`src/rtl/exhaustive_sweep_gen.sv`:
```
// Exhaustive stimulus engine: walks every IN_W-bit input vector in binary or
// Gray order, holds each for SETTLE cycles, then folds the DUT response into
// a MISR signature.
module exhaustive_sweep_gen #(
   parameter int unsigned      IN_W   = 3,
   parameter int unsigned      OUT_W  = 2,
   parameter int unsigned      SETTLE = 1,
   parameter int unsigned      SIG_W  = 16,
   parameter logic [SIG_W-1:0] POLY   = 16'h1021
) (
   input  logic             clk,
   input  logic             rst,
   input  logic             start,
   input  logic             mode,
   input  logic             hold,
   input  logic [OUT_W-1:0] dut_out,
   output logic [IN_W-1:0]  vec_out,
   output logic [IN_W-1:0]  vec_idx,
   output logic             sample_valid,
   output logic             busy,
   output logic             done,
   output logic [SIG_W-1:0] signature
);

   localparam int unsigned    CntW    = (SETTLE > 1) ? $clog2(SETTLE) : 1;
   localparam logic [CntW-1:0] CntLast = CntW'(SETTLE - 1);

   typedef enum logic [1:0] {StIdle, StSettle, StSample, StDone} state_e;

   state_e           state_q, state_d;
   logic [CntW-1:0]  cnt_q, cnt_d;
   logic [IN_W-1:0]  idx_q, idx_d;
   logic [IN_W-1:0]  vec_q, vec_d;
   logic [SIG_W-1:0] sig_q, sig_d;
   logic             mode_q, mode_d;
   logic [IN_W-1:0]  idx_inc;
   logic [SIG_W-1:0] sig_next;

   // Next index and its MISR-folded signature, used only on the sample cycle.
   always_comb begin
      idx_inc  = idx_q + IN_W'(1);
      sig_next = {sig_q[SIG_W-2:0], 1'b0} ^ (sig_q[SIG_W-1] ? POLY : '0) ^ SIG_W'(dut_out);
   end

   // Sweep sequencing; hold freezes everything while a sweep is in progress.
   always_comb begin
      state_d      = state_q;
      cnt_d        = cnt_q;
      idx_d        = idx_q;
      vec_d        = vec_q;
      sig_d        = sig_q;
      mode_d       = mode_q;
      sample_valid = 1'b0;
      unique case (state_q)
         StIdle, StDone: begin
            if (start) begin
               state_d = StSettle;
               cnt_d   = '0;
               idx_d   = '0;
               vec_d   = '0;
               sig_d   = '0;
               mode_d  = mode;
            end
         end
         StSettle: begin
            if (!hold) begin
               if (cnt_q == CntLast) begin
                  state_d = StSample;
               end else begin
                  cnt_d = cnt_q + CntW'(1);
               end
            end
         end
         StSample: begin
            if (!hold) begin
               sample_valid = 1'b1;
               sig_d        = sig_next;
               if (idx_q == '1) begin
                  state_d = StDone;
               end else begin
                  state_d = StSettle;
                  cnt_d   = '0;
                  idx_d   = idx_inc;
                  // vec_out tracks vec_idx in the same cycle, so encode the next index here.
                  vec_d   = mode_q ? (idx_inc ^ (idx_inc >> 1)) : idx_inc;
               end
            end
         end
         default: state_d = StIdle;
      endcase
   end

   // State registers with synchronous reset.
   always_ff @(posedge clk) begin
      if (rst) begin
         state_q <= StIdle;
         cnt_q   <= '0;
         idx_q   <= '0;
         vec_q   <= '0;
         sig_q   <= '0;
         mode_q  <= 1'b0;
      end else begin
         state_q <= state_d;
         cnt_q   <= cnt_d;
         idx_q   <= idx_d;
         vec_q   <= vec_d;
         sig_q   <= sig_d;
         mode_q  <= mode_d;
      end
   end

   // Status and data outputs decoded from registered state.
   always_comb begin
      busy      = (state_q == StSettle) || (state_q == StSample);
      done      = (state_q == StDone);
      vec_out   = vec_q;
      vec_idx   = idx_q;
      signature = sig_q;
   end

endmodule
```
`config.mk`:
```
export PLATFORM = sky130hd
export DESIGN_NAME = exhaustive_sweep_gen
export DESIGN_NICKNAME = d
export VERILOG_FILES = /design/src/rtl/exhaustive_sweep_gen.sv
export SDC_FILE = /design/constraint.sdc
export NUM_CORES = 1
export LEC_CHECK = 0
export BUFFER_PORTS_ARGS = -buffer_cell sky130_fd_sc_hd__buf_2
export CORE_UTILIZATION = 45
export DETAILED_ROUTE_END_ITERATION = 16
export GPL_ROUTABILITY_DRIVEN = 1
export MAX_ROUTING_LAYER = met4
export PLACE_DENSITY = 0.75
export SYNTH_ARGS = -nofsm -noshare
export SYNTH_HDL_FRONTEND = slang
export SYNTH_SLANG_ARGS = --single-unit
```
`constraint.sdc`:
```
create_clock -name clk -period 3.8 [get_ports clk]
set_input_delay 0.57 -clock clk [delete_from_list [all_inputs] [get_ports clk]]
set_output_delay 0.57 -clock clk [all_outputs]
set_load 0.005 [all_outputs]
```
==> results.toml <==
[critical_path]
crit_fanout = 13
cp.arrival_ns = 1.46
timing.critical_path.slowest_cell_delay_ns = 0.47
worst_setup_path_start_kind = "flip-flop"
critPathRequiredTime_ns = 3.23
nature_of_the_critical_path_endpoint = "output port"
critical_path.cell_chain = "ha_1 -> nor2b_1 -> buf_2"
critical_path_class = "reg -> out"
critical_path.slowest_cell = "sky130_fd_sc_hd__ha_1"

[clock_network]
ctsLongestPathBuffers = 2
cts-buffers-inserted = 3
cts_hold_buffers = 0
cts_root_buffer = "sky130_fd_sc_hd__clkbuf_4"
clkSlewWorstSetupHoldPaths_ns = 0.12
clk-insertion-delay-late_ns = 0.30
cts.sinks = 24
maximum_level_of_the_cts_h_tree = 1
post-cts-setup-buffers = 0
cts_tree = "built"
cts_repair_resize_count = 0

[sta]
rsz0062_at_grt = "false"
slew_headroom_pct = 58.3
timing_max_transition_violations_final = 0
worst_margin_pin_slew_ns = 0.625
fin_crit_ns = 2.03
finalSetupTns_ns = 0
layout_worst_path_cycle_share_pct = 53.5
fin_skew_ns = 0.00639
timing_hold_violations_final = 0
setup_violation_total_in_the_final_timing_report = 0
timing.fmax_mhz = 492

[job]
drv_cap = 0

[placed_design]
post_dp_area_um2 = 1220
io_buffer_count = 31
globalplace.congestion = 0.843
dp_hpwl_um = 1530

[yosys]
synthesized_cell_area_um2 = 1080
netlist.area_leader.share_pct = 44.3
synth_warnings = 0
syn-mean-instance-area_um2 = 9.34
syn-instance-count = 116
synth.largest_area_cell = "sky130_fd_sc_hd__dfxtp_1"
post_synth_main_area_contributors = "sky130_fd_sc_hd__dfxtp_1 (44%), sky130_fd_sc_hd__a22oi_1 (11%), sky130_fd_sc_hd__nor2_1 (6.6%)"
postSynthRegisterBits = 24
synth-seq-area-share_pct = 44.3
post_synth_cell_types = 27
syn_nets = 128

[finish]
fillers = 225
finish.instance_area_um2 = 1240
fraction_of_final_layout_cells_sized_beyond_drive_strength_1_pct = 26.8
register_area_um2 = 480
antenna_cells = 0
net_count_reported_at_finish = 156
multi_input_comb_area_um2 = 538
syn_to_final_growth_pct = 14.7

[floorplan]
io_pins = 32
dieWidth_um = 51.1
dieHeight_um = 51.1
dieArea_um2 = 2610
initial_utilization_pct = 48.5
fp-row-count = 17
design.core.area_um2 = 2230

[drt]
detail-route-antenna-nets = 0
drcViolationCount = 0
drtIter0Drc = 19
vias_per_instance = 5.46
postRouteWirelength_um = 2180
drt_pass1_iterations = 4
avgRoutedWirePerCell_um = 12.8
vias = 928

[grt]
grt_pass1_vias = 772
grt_start_max_net_pins = 25
antenna_violations_before_repair = 0
globalRouteOverflowTotal = 0
grt_pass1_wl_um = 3360
gr-usage-all-layers_pct = 18.1

[power_and_ir_drop]
power-per-cell-area_nw_per_um2 = 509
leakagePower_nw = 0.565
ir_worst_vdd_uv = 267

[min_path]
min_path_type = "reg -> reg"

[outcome]
run_status = "completed"
-- final cells by class --
type                    instances  area share (%)
multi-input cells              81            43.3
repair buffers                 31            12.5
inverters                       3           0.906
clock buffers                   3            1.81
well taps                      28            2.82
flip-flops and latches         24            38.7
-- logic make-up (layout without fill, tap and decap cells) --
group,Yosys count,after routing,synth area share (%)
DFF,24,24,44.3
AOI/OAI and AO/OA,30,30,19.6
muxes,1,1,0.924
and+or+nand+nor,40,40,19.3
adders and majority gates,5,5,5.77
buffers and inverters,11,37,6.00
xor gates and xnor gates,5,5,4.04
-- through the flow --
step	power (mW)	util, %	setup slack, ns	std cells	hold slack [ns]
6_report	0.633	55.6	1.77	170	0.462
5_1_grt	0.669	55.6	1.64	170	0.470
4_1_cts	0.634	55.6	1.76	170	0.463
3_5_place_dp	0.532	54.6	1.90	167	0.445
3_3_place_gp	0.521	54.6	1.95	167	0.439
2_1_floorplan	0.500	-	2.21	116	0.442
-- state kept, by name, summed over array words and instances, names as in the netlist --
signal / flops
vec_out: 2
mode_q: 1
state_q: 2
signature: 16
vec_idx: 3
-- critical path: cells and delay by family, from the launching register on --
family	cells	cell delay, ns
adders and majority gates	1	0.47
DFF	1	0.40
and+or+nand+nor	1	0.18
buffers and inverters	1	0.11
-- routing by layer --
layer | wire, um | global-route usage [%] | vias up
met5 | 0 | - | -
met4 | 48 | 11.6 | 0
met3 | 72 | 1.79 | 4
met2 | 1060 | 29.2 | 17
met1 | 1000 | 21.5 | 444
li1 | - | - | 463
-- worst paths after layout --
| check | startpoint | end | slack [ns] | depth (start not counted) |
|---|---|---|---|---|
| setup / recovery | state_q[1] | sample_valid | 1.77 | 3 |
| hold / removal | vec_out[1] | vec_out[1] | 0.46 | 2 |
| hold reg to reg | vec_out[1] | vec_out[1] | 0.46 | 2 |
| setup reg to reg | state_q[0] | signature[13] | 1.86 | 6 |
-- cell usage after synthesis --
cell                        count
sky130_fd_sc_hd__a21oi_1        8
sky130_fd_sc_hd__a22oi_1       16
sky130_fd_sc_hd__a2bb2oi_1      1
sky130_fd_sc_hd__buf_2          1
sky130_fd_sc_hd__buf_4          2
sky130_fd_sc_hd__buf_6          2
sky130_fd_sc_hd__clkbuf_1       3
sky130_fd_sc_hd__dfxtp_1       24
sky130_fd_sc_hd__ha_1           5
sky130_fd_sc_hd__inv_1          3
sky130_fd_sc_hd__mux2i_1        1
sky130_fd_sc_hd__nand2_1        9
sky130_fd_sc_hd__nand2b_1       1
sky130_fd_sc_hd__nand3_1        1
sky130_fd_sc_hd__nand3b_1       1
sky130_fd_sc_hd__nand4_1        4
sky130_fd_sc_hd__nand4b_1       1
sky130_fd_sc_hd__nor2_1        19
sky130_fd_sc_hd__nor2b_1        1
sky130_fd_sc_hd__nor2b_4        1
sky130_fd_sc_hd__nor3b_4        1
sky130_fd_sc_hd__nor4_2         1
sky130_fd_sc_hd__o211ai_1       1
sky130_fd_sc_hd__o211ai_4       1
sky130_fd_sc_hd__o21ai_0        3
sky130_fd_sc_hd__xnor2_1        1
sky130_fd_sc_hd__xor2_1         4
-- cell usage in the layout (no fill, tap or decap), drive strengths merged --
cell type  count
buf           31
clkbuf         3
dfxtp         24
xor2           4
a2bb2oi        1
mux2i          1
xnor2          1
nand2b         1
nor4           1
inv            3
nor3b          1
o21ai          3
a22oi         16
nand3b         1
nor2b          2
nand2          9
nand3          1
nor2          19
nand4b         1
nand4          4
ha             5
a21oi          8
o211ai         2
-- where the power goes --
| part | leakage [nW] | switching, mW | internal (mW) |
|---|---|---|---|
| Combinational | 0.358 | 0.161 | 0.0867 |
| Clock | 0.0138 | 0.0688 | 0.0370 |
| Sequential | 0.194 | 0.0137 | 0.266 |
Note: power is estimated with default switching activity, not from simulation.
